==> config.mk <==
export PLATFORM = sky130hd
export DESIGN_NAME = shift_sched_flat
export DESIGN_NICKNAME = d
export VERILOG_FILES = /design/src/rtl/shift_sched_if.sv /design/src/rtl/shift_sched.sv /design/src/flat_wrapper.sv
export SDC_FILE = /design/constraint.sdc
export NUM_CORES = 1
export LEC_CHECK = 0
export ABC_AREA = 1
export CORE_MARGIN = 5
export CORE_UTILIZATION = 41
export DETAILED_ROUTE_END_ITERATION = 7
export PLACE_DENSITY = 0.81
export SYNTH_ARGS = -nofsm -noshare
export SYNTH_HDL_FRONTEND = slang
export SYNTH_SLANG_ARGS = --single-unit
==> constraint.sdc <==
create_clock -name clk -period 2.11 [get_ports clk]
set_input_delay 0.422 -clock clk [delete_from_list [all_inputs] [get_ports clk]]
set_output_delay 0.422 -clock clk [all_outputs]
set_load 0.02 [all_outputs]
==> src/rtl/shift_sched_if.sv <==
// Bundle of the requester, shared-shifter and response signals of shift_sched.
// The slave modport is the scheduler's view; the master modport is the view of
// whatever drives requests, returns the shifter result and takes responses.
interface shift_sched_if #(
    parameter int CNT_W = 16
);
    logic             req0_valid;
    logic             req0_ready;
    logic [31:0]      req0_i;
    logic [2:0]       req0_mode;
    logic [4:0]       req0_count;

    logic             req1_valid;
    logic             req1_ready;
    logic [31:0]      req1_i;
    logic [2:0]       req1_mode;
    logic [4:0]       req1_count;

    logic [31:0]      sh_i;
    logic [2:0]       sh_mode;
    logic [4:0]       sh_count;
    logic [31:0]      sh_o;

    logic             rsp_valid;
    logic             rsp_ready;
    logic [31:0]      rsp_o;
    logic             rsp_id;
    logic             rsp_err;

    logic             busy;
    logic [CNT_W-1:0] op_cnt;

    modport slave (
        input  req0_valid, req0_i, req0_mode, req0_count,
        output req0_ready,
        input  req1_valid, req1_i, req1_mode, req1_count,
        output req1_ready,
        output sh_i, sh_mode, sh_count,
        input  sh_o,
        output rsp_valid, rsp_o, rsp_id, rsp_err,
        input  rsp_ready,
        output busy, op_cnt
    );

    modport master (
        output req0_valid, req0_i, req0_mode, req0_count,
        input  req0_ready,
        output req1_valid, req1_i, req1_mode, req1_count,
        input  req1_ready,
        input  sh_i, sh_mode, sh_count,
        output sh_o,
        input  rsp_valid, rsp_o, rsp_id, rsp_err,
        output rsp_ready,
        input  busy, op_cnt
    );
endinterface

==> src/rtl/shift_sched.sv <==
// Two-requester scheduler in front of one shared combinational barrel shifter.
// One operation at a time: IDLE accepts (round-robin on ties), SHIFT captures
// the shifter result, RESP holds the response until it is taken. Illegal modes
// skip the shifter and answer with an error flag and a zero result.
module shift_sched #(
    parameter int MODE_MAX = 5,
    parameter int CNT_W    = 16
) (
    input  logic          clk,
    input  logic          rst_n,
    shift_sched_if.slave  bus
);

    typedef enum logic [1:0] {
        IDLE  = 2'd0,
        SHIFT = 2'd1,
        RESP  = 2'd2
    } state_t;

    localparam logic [31:0] MODE_MAX_U = MODE_MAX;

    state_t           state_q, state_d;
    logic             last_grant_q, last_grant_d;
    logic [31:0]      op_i_q, op_i_d;
    logic [2:0]       op_mode_q, op_mode_d;
    logic [4:0]       op_count_q, op_count_d;
    logic             op_id_q, op_id_d;
    logic [31:0]      rsp_o_q, rsp_o_d;
    logic             rsp_err_q, rsp_err_d;
    logic [CNT_W-1:0] op_cnt_q, op_cnt_d;

    logic             grant0, grant1;
    logic [31:0]      sel_i;
    logic [2:0]       sel_mode;
    logic [4:0]       sel_count;

    function automatic logic [CNT_W-1:0] sat_inc(input logic [CNT_W-1:0] v);
        if (&v) begin
            return v;
        end
        return v + {{(CNT_W-1){1'b0}}, 1'b1};
    endfunction

    // Grant: only in IDLE; a single valid wins, a tie goes to the requester
    // that did not win last time.
    always_comb begin
        grant0 = 1'b0;
        grant1 = 1'b0;
        if (state_q == IDLE) begin
            if (bus.req0_valid && bus.req1_valid) begin
                if (last_grant_q) begin
                    grant0 = 1'b1;
                end else begin
                    grant1 = 1'b1;
                end
            end else begin
                grant0 = bus.req0_valid;
                grant1 = bus.req1_valid;
            end
        end
    end

    // Operand mux feeding the operand registers from the granted requester.
    always_comb begin
        sel_i     = grant1 ? bus.req1_i     : bus.req0_i;
        sel_mode  = grant1 ? bus.req1_mode  : bus.req0_mode;
        sel_count = grant1 ? bus.req1_count : bus.req0_count;
    end

    // Next-state and register updates for the IDLE -> SHIFT/RESP -> IDLE cycle.
    always_comb begin
        state_d      = state_q;
        last_grant_d = last_grant_q;
        op_i_d       = op_i_q;
        op_mode_d    = op_mode_q;
        op_count_d   = op_count_q;
        op_id_d      = op_id_q;
        rsp_o_d      = rsp_o_q;
        rsp_err_d    = rsp_err_q;
        op_cnt_d     = op_cnt_q;
        case (state_q)
            IDLE: begin
                if (grant0 || grant1) begin
                    op_i_d       = sel_i;
                    op_mode_d    = sel_mode;
                    op_count_d   = sel_count;
                    op_id_d      = grant1;
                    last_grant_d = grant1;
                    if ({29'd0, sel_mode} > MODE_MAX_U) begin
                        rsp_o_d   = 32'd0;
                        rsp_err_d = 1'b1;
                        state_d   = RESP;
                    end else begin
                        state_d   = SHIFT;
                    end
                end
            end
            SHIFT: begin
                rsp_o_d   = bus.sh_o;
                rsp_err_d = 1'b0;
                state_d   = RESP;
            end
            RESP: begin
                if (bus.rsp_ready) begin
                    op_cnt_d = sat_inc(op_cnt_q);
                    state_d  = IDLE;
                end
            end
            default: begin
                state_d = IDLE;
            end
        endcase
    end

    // State and datapath registers; reset abandons any operation in flight.
    always_ff @(posedge clk or negedge rst_n) begin
        if (!rst_n) begin
            state_q      <= IDLE;
            last_grant_q <= 1'b1;
            op_i_q       <= 32'd0;
            op_mode_q    <= 3'd0;
            op_count_q   <= 5'd0;
            op_id_q      <= 1'b0;
            rsp_o_q      <= 32'd0;
            rsp_err_q    <= 1'b0;
            op_cnt_q     <= '0;
        end else begin
            state_q      <= state_d;
            last_grant_q <= last_grant_d;
            op_i_q       <= op_i_d;
            op_mode_q    <= op_mode_d;
            op_count_q   <= op_count_d;
            op_id_q      <= op_id_d;
            rsp_o_q      <= rsp_o_d;
            rsp_err_q    <= rsp_err_d;
            op_cnt_q     <= op_cnt_d;
        end
    end

    assign bus.req0_ready = grant0;
    assign bus.req1_ready = grant1;
    assign bus.sh_i       = op_i_q;
    assign bus.sh_mode    = op_mode_q;
    assign bus.sh_count   = op_count_q;
    assign bus.rsp_valid  = (state_q == RESP);
    assign bus.rsp_o      = rsp_o_q;
    assign bus.rsp_id     = op_id_q;
    assign bus.rsp_err    = rsp_err_q;
    assign bus.busy       = (state_q != IDLE);
    assign bus.op_cnt     = op_cnt_q;

endmodule

==> src/flat_wrapper.sv <==
// flat-port wrapper written by rule: the top's interface ports become plain ports
module shift_sched_flat 
#(
    parameter int MODE_MAX = 5,
    parameter int CNT_W    = 16
)
  (clk, rst_n, bus_req0_valid, bus_req0_i, bus_req0_mode, bus_req0_count, bus_req0_ready, bus_req1_valid, bus_req1_i, bus_req1_mode, bus_req1_count, bus_req1_ready, bus_sh_i, bus_sh_mode, bus_sh_count, bus_sh_o, bus_rsp_valid, bus_rsp_o, bus_rsp_id, bus_rsp_err, bus_rsp_ready, bus_busy, bus_op_cnt);
  shift_sched_if #(.CNT_W(CNT_W)) bus_i ();
  input  logic clk;
  input  logic rst_n;
  input wire logic [$bits(bus_i.req0_valid)-1:0] bus_req0_valid;
  input wire logic [$bits(bus_i.req0_i)-1:0] bus_req0_i;
  input wire logic [$bits(bus_i.req0_mode)-1:0] bus_req0_mode;
  input wire logic [$bits(bus_i.req0_count)-1:0] bus_req0_count;
  output wire logic [$bits(bus_i.req0_ready)-1:0] bus_req0_ready;
  input wire logic [$bits(bus_i.req1_valid)-1:0] bus_req1_valid;
  input wire logic [$bits(bus_i.req1_i)-1:0] bus_req1_i;
  input wire logic [$bits(bus_i.req1_mode)-1:0] bus_req1_mode;
  input wire logic [$bits(bus_i.req1_count)-1:0] bus_req1_count;
  output wire logic [$bits(bus_i.req1_ready)-1:0] bus_req1_ready;
  output wire logic [$bits(bus_i.sh_i)-1:0] bus_sh_i;
  output wire logic [$bits(bus_i.sh_mode)-1:0] bus_sh_mode;
  output wire logic [$bits(bus_i.sh_count)-1:0] bus_sh_count;
  input wire logic [$bits(bus_i.sh_o)-1:0] bus_sh_o;
  output wire logic [$bits(bus_i.rsp_valid)-1:0] bus_rsp_valid;
  output wire logic [$bits(bus_i.rsp_o)-1:0] bus_rsp_o;
  output wire logic [$bits(bus_i.rsp_id)-1:0] bus_rsp_id;
  output wire logic [$bits(bus_i.rsp_err)-1:0] bus_rsp_err;
  input wire logic [$bits(bus_i.rsp_ready)-1:0] bus_rsp_ready;
  output wire logic [$bits(bus_i.busy)-1:0] bus_busy;
  output wire logic [$bits(bus_i.op_cnt)-1:0] bus_op_cnt;
  assign bus_i.req0_valid = bus_req0_valid;
  assign bus_i.req0_i = bus_req0_i;
  assign bus_i.req0_mode = bus_req0_mode;
  assign bus_i.req0_count = bus_req0_count;
  assign bus_req0_ready = bus_i.req0_ready;
  assign bus_i.req1_valid = bus_req1_valid;
  assign bus_i.req1_i = bus_req1_i;
  assign bus_i.req1_mode = bus_req1_mode;
  assign bus_i.req1_count = bus_req1_count;
  assign bus_req1_ready = bus_i.req1_ready;
  assign bus_sh_i = bus_i.sh_i;
  assign bus_sh_mode = bus_i.sh_mode;
  assign bus_sh_count = bus_i.sh_count;
  assign bus_i.sh_o = bus_sh_o;
  assign bus_rsp_valid = bus_i.rsp_valid;
  assign bus_rsp_o = bus_i.rsp_o;
  assign bus_rsp_id = bus_i.rsp_id;
  assign bus_rsp_err = bus_i.rsp_err;
  assign bus_i.rsp_ready = bus_rsp_ready;
  assign bus_busy = bus_i.busy;
  assign bus_op_cnt = bus_i.op_cnt;
  shift_sched #(.MODE_MAX(MODE_MAX), .CNT_W(CNT_W)) u_core (.clk(clk), .rst_n(rst_n), .bus(bus_i));
endmodule
=== Word level (Yosys, flattened, before mapping) ===
Index checks and enable logic that the tools add are counted.

* Register bits: 93
* Word-level logic and storage cells: 50

* Add/sub/neg operators: 1
* $lt $le $gt $ge: 1
* Equal/unequal tests: 6
* Muxes and demuxes: 23
* Reductions and logical operators: 10

{| class="wikitable"
|+ Operators by type and width
! cell !! count
|-
| $mux W32 || 3
|-
| $pmux W32 S2 || 1
|-
| $add A16 B1 Y16 const B || 1
|-
| $mux W16 || 1
|-
| $reduce_and A16 Y1 || 1
|-
| $mux W1 || 11
|-
| $mux W2 || 3
|-
| $ne A2 B2 Y1 const B || 3
|-
| $pmux W2 S3 || 1
|-
| $reduce_and A3 Y1 || 2
|-
| $mux W5 || 1
|-
| $reduce_and A2 Y1 || 2
|-
| $reduce_bool A2 Y1 || 2
|-
| $gt A3 B3 Y1 const B || 1
|-
| $mux W3 || 1
|-
| $eq A2 B1 Y1 const B || 1
|-
| $eq A2 B2 Y1 const B || 1
|-
| $logic_not A2 Y1 || 1
|-
| $ne A2 B1 Y1 const B || 1
|-
| $pmux W1 S2 || 1
|-
| $logic_and A1 B1 Y1 || 1
|-
| $logic_or A1 B1 Y1 || 1
|}

=== Depth between registers and ports, before layout ===
* Word-level depth: 8
* Mapped depth: 9
* Depth with buffers taken out: 9

=== Least setup slack after synthesis ===
OpenSTA, ideal clock, no wires.

* Kind: reg-to-reg
* From: reg u_core.op_cnt_q[0], in the netlist u_core.bus.op_cnt[0]
* To: reg u_core.op_cnt_q[4], in the netlist u_core.bus.op_cnt[4]
* Arrival: 1.551 ns
* Data required time: 1.993 ns
* Path slack: 0.442 ns
* Stages on the path, launching flop included: 10
* Buffers on the path: 1
* Period minus slack after synthesis: 1.668 ns
* Cells stage by stage: dfrtp_1 > ha_1 > inv_1 > nor2_4 > nand3_4 > o21ai_4 > inv_4 > buf_6 > nand2_1 > nand2_1

* Word-level cells in the longest chain between the ends: 6
* Elaborated cells on any way between the ends: 8
* Classes of those cells: 1 x add/sub; 1 x eq/ne; 4 x mux; 2 x reduce/logical

{| class="wikitable"
|+ RTL lines
! item !! RTL line !! RTL
|-
| start: declaration || shift_sched.sv:30 || <nowiki>logic [CNT_W-1:0] op_cnt_q, op_cnt_d;</nowiki>
|-
| start signal: assignment || shift_sched.sv:136 || <nowiki>op_cnt_q <= op_cnt_d;</nowiki>
|-
| $reduce_and A16 Y1 || shift_sched.sv:38 || <nowiki>if (&v) begin</nowiki>
|-
| $mux W1 || shift_sched.sv:38 ||
|-
| $mux W1 || shift_sched.sv:104 || <nowiki>if (bus.rsp_ready) begin</nowiki>
|-
| $mux W1 || shift_sched.sv:81 || <nowiki>case (state_q)</nowiki>
|-
| $ne A2 B2 Y1 (no source line) || n/a ||
|-
| $reduce_and A3 Y1 (no source line) || n/a ||
|}

Several ways; a longest one is shown, not always the timed one. The select of a mux whose other input is x is not followed.
A chain may end at the register's enable or synchronous reset.

=== Worst setup path in the final report ===
* From: reg u_core.state_q[1]
* To: out bus_req0_ready

* Word-level cells in the longest chain between the ends: 2

{| class="wikitable"
|+ RTL lines
! item !! RTL line !! RTL
|-
| start: declaration || shift_sched.sv:22 || <nowiki>state_t state_q, state_d;</nowiki>
|-
| start signal: assignment || shift_sched.sv:128 || <nowiki>state_q <= state_d;</nowiki>
|-
| $logic_not A2 Y1 || shift_sched.sv:49 || <nowiki>if (state_q == IDLE) begin</nowiki>
|-
| $mux W1 || shift_sched.sv:49 ||
|-
| end: declaration || flat_wrapper.sv:15 || <nowiki>output wire logic [$bits(bus_i.req0_ready)-1:0] bus_req0_ready;</nowiki>
|}

Every way passes these cells.

==> impl_results.md <==
- Synth Area in XOR/XNOR: 0.0180
- Crit-path cells: nor2_4 -> nand2_1 -> a21oi_1 -> dlygate4sd2_1
- Reg2Reg Depth: 9
- Antenna viol nets, final: 0
- Core Region: 0.0104 mm²
- CP required: 1.69 ns
- Synthesized cell area: 0.00439 mm²
- Post-synthesis sequential area ratio: 0.530
- Clock Skew: 0.0152 ns
- Synth Area in Adders: 0.00285
- Main combinational cell family by area after synthesis: simple AND/OR/NAND/NOR gates
- Initial antenna violation count: 0
- Count of unique library cells instantiated by Yosys: 27
- CP arrival: 1.55 ns
- Slew Limit Fails: 0
- Post-route DRC: 0
- Final Hold Fails: 0
- Cell Rows: 37
- Max Freq: 506 MHz
- Mux contribution to synthesized area: 0
- Worst skew pair latency: 0.36 ns
- R2R setup slack: 0.27 ns
- Via count: 4236
- TNS Setup: 0 ns
- Simple-Gate Fraction of Synth Area: 0.295
- TritonCTS clock tree: done
- Cell taking the most area after synthesis: dfrtp_1
- Vias in the first global route: 4165
- Buf+Inv Stages, Crit Path: 1
- Filler Cell Count: 882
- Avg Cell Area, Syn: 8.33 µm²
- CP delay by family, top: flip-flops
- FF+latch count, synth: 93
- Max incr delay on CP: 0.44 ns
- Final worst slack: 0.135 ns
- Clock-pin slew on the worst setup and hold paths: 0.09 ns
- Hold Crit Depth: 2
- Crit. path cell count: 4
- Port Buffers: 210
- Post-synth ARST share: 1.00
- Clock root buffer: clkbuf_8
- First-pass GRT wire length: 20.7 mm
- CP max FO: 3
- Drt total wl: 13.1 mm
- Fin crit share: 0.936
- Final hold slack: 0.486 ns
- Area grow syn2layout: 58.3%
- Count leader, synth: nand2_1
- Pre-CTS setup slack: -0.0852 ns
- Cell count after synthesis: 527
- Minimum clock period: 1.98 ns
- Leakage: 3.10 nW
- H-tree depth: 3
- Post-synth EDFFs: 0
- DRT Pass-1 Iters: 4
- Clock sink count: 93
- IO Count: 211
- Clk buf depth: 2
- RSZ-0062 raised after global routing: no
- Peak supply drop: 0.978 mV
- Nets: 857
- Critical Path Sink Type: output pin
- Complex-gate fraction of the synthesized area: 0.102
- Die X: 113 µm
- Synth top area share: 0.524
- Starting density of the core: 0.423
- PwrDens: 1300 mW/mm²
- Routed len/inst: 14.8 µm
- Syn. warnings: 0
- Post-synth top cells: 185 x nand2_1, 92 x dfrtp_1, 66 x o21ai_0
- Outcome: completed
- Actual slew at the worst max-slew pin: 0.458 ns
- Overall routing resource usage: 0.202
- Top area cells in the synthesized netlist: dfrtp_1 52%, nand2_1 16%, o21ai_0 7.5%, or2_0 5.4%, nand3_1 4.2%
- Synth Flop Type: dfrtp_1
- GR Overflow Total: 0
- Maximum number of pins on one net before global-route repair: 43
- Die height: 113 µm
- Layout cells sized above 1: 0.0645
- DP HPWL: 10.0 mm
- Setup CP Type: flip-flop to output pin
- Reg area: 0.00233 mm²
- Final Setup Violations: 0
- Die ar.: 0.0129 mm²
- CP startpoint kind: flip-flop
- Number of DRC markers in iteration 0: 254
- Max_cap viols: 0
- Antenna cell count: 0
- CP max-delay cell: dfrtp_1
- Max_slew headroom: 0.695
- GPL Wtd Cong: 0.828
- Mapped Nets: 645
- Tightest Hold Check Type: flip-flop to flip-flop
- Area of the multi-input gates: 0.00184 mm²
- Num CTS Buffers: 9
- Routed vias/inst: 4.81
[layer usage]
metal | vias up | GRT usage | routed length, µm | share of wire
li1 | 2108 | - | - | -
met5 | - | 0 | 0 | 0
met3 | 29 | 0.0594 | 955 | 0.073
met4 | 0 | 0.0921 | 413 | 0.032
met1 | 1948 | 0.243 | 5200 | 0.40
met2 | 151 | 0.336 | 6490 | 0.50
[through the flow]
stage | util | total power, mW | instances | cell area (µm²)
3_5_place_dp | 0.645 | 7.77 | 861 | 6690
4_1_cts | 0.667 | 9.11 | 878 | 6920
2_1_floorplan | - | 5.40 | 527 | 4390
5_1_grt | 0.670 | 9.67 | 880 | 6950
6_report | 0.670 | 9.03 | 880 | 6950
3_3_place_gp | 0.645 | 7.63 | 861 | 6690
[layout by cell type (no fill, tap or decap), drive strengths merged, types with 2 or more instances in the layout]
cell	synthesis	routed
a21oi	3	3
inv	21	23
nand4	3	3
xnor2	8	8
or2	38	38
dlygate4sd2	0	3
clkdlybuf4s50	0	205
nand3	40	40
o21ai	83	83
dfrtp	92	92
nand2	188	188
buf	10	18
bufinv	0	2
clkbuf	17	10
nor2	19	19
[registers in the layout, summed over array words and instances (netlist names)]
register             count
u_core.bus.sh_count      5
u_core.bus.sh_i         32
u_core.bus.sh_mode       3
u_core.bus.op_cnt       16
u_core.bus.rsp_o        32
u_core.last_grant_q      1
u_core.bus.rsp_err       1
u_core.bus.rsp_id        1
u_core.state_q           2
[tightest hold or removal path, delay by kind of cell (launching register included)]
kind	cells	cell delay, ns
flip-flops	1	0.36
AND/OR/NAND/NOR	2	0.11
[cell type report]
cell class | instances | share of cell area
timing repair buffer | 228 | 0.333
tap | 136 | 0.0245
clock inverter | 6 | 0.0135
inverter | 21 | 0.0117
clock buffer | 10 | 0.0184
sequential | 93 | 0.335
multi-input combinational | 386 | 0.264
[what timing repair did]
action	4_1_cts	5_1_grt
hold endpoints to repair	19	0
cloned	0	0
setup endpoints to repair	3	2
hold buffers	1	0
resized for setup	3	1
pin swaps	0	1
setup buffers	0	2
[path summary, 6_finish.rpt]
check	from	to
max in group asynchronous	rst_n	u_core.bus.rsp_o[24]
setup reg to reg	u_core.last_grant_q	u_core.bus.rsp_o[30]
hold / removal	u_core.bus.rsp_id	u_core.bus.rsp_id
hold reg to reg	u_core.bus.rsp_id	u_core.bus.rsp_id
setup / recovery	u_core.state_q[1]	bus_req0_ready
min in group asynchronous	rst_n	u_core.bus.rsp_o[13]
[power by group]
group	internal (mW)	switching [mW]	leakage, nW
combinational	2.14	2.60	1.82
sequential	2.53	0.452	1.17
clock	0.678	0.639	0.107
[logic make-up (layout without fill, tap and decap cells)]
group                    Yosys count  after routing
AND/OR/NAND/NOR                  289            289
buffers and inverters             48            265
adder cells (fa/ha/maj)            1              1
AO/OA/AOI/OAI                     87             87
XOR/XNOR                           9              9
flip-flops                        93             93
No activity file was read; power rests on OpenSTA's default activity.
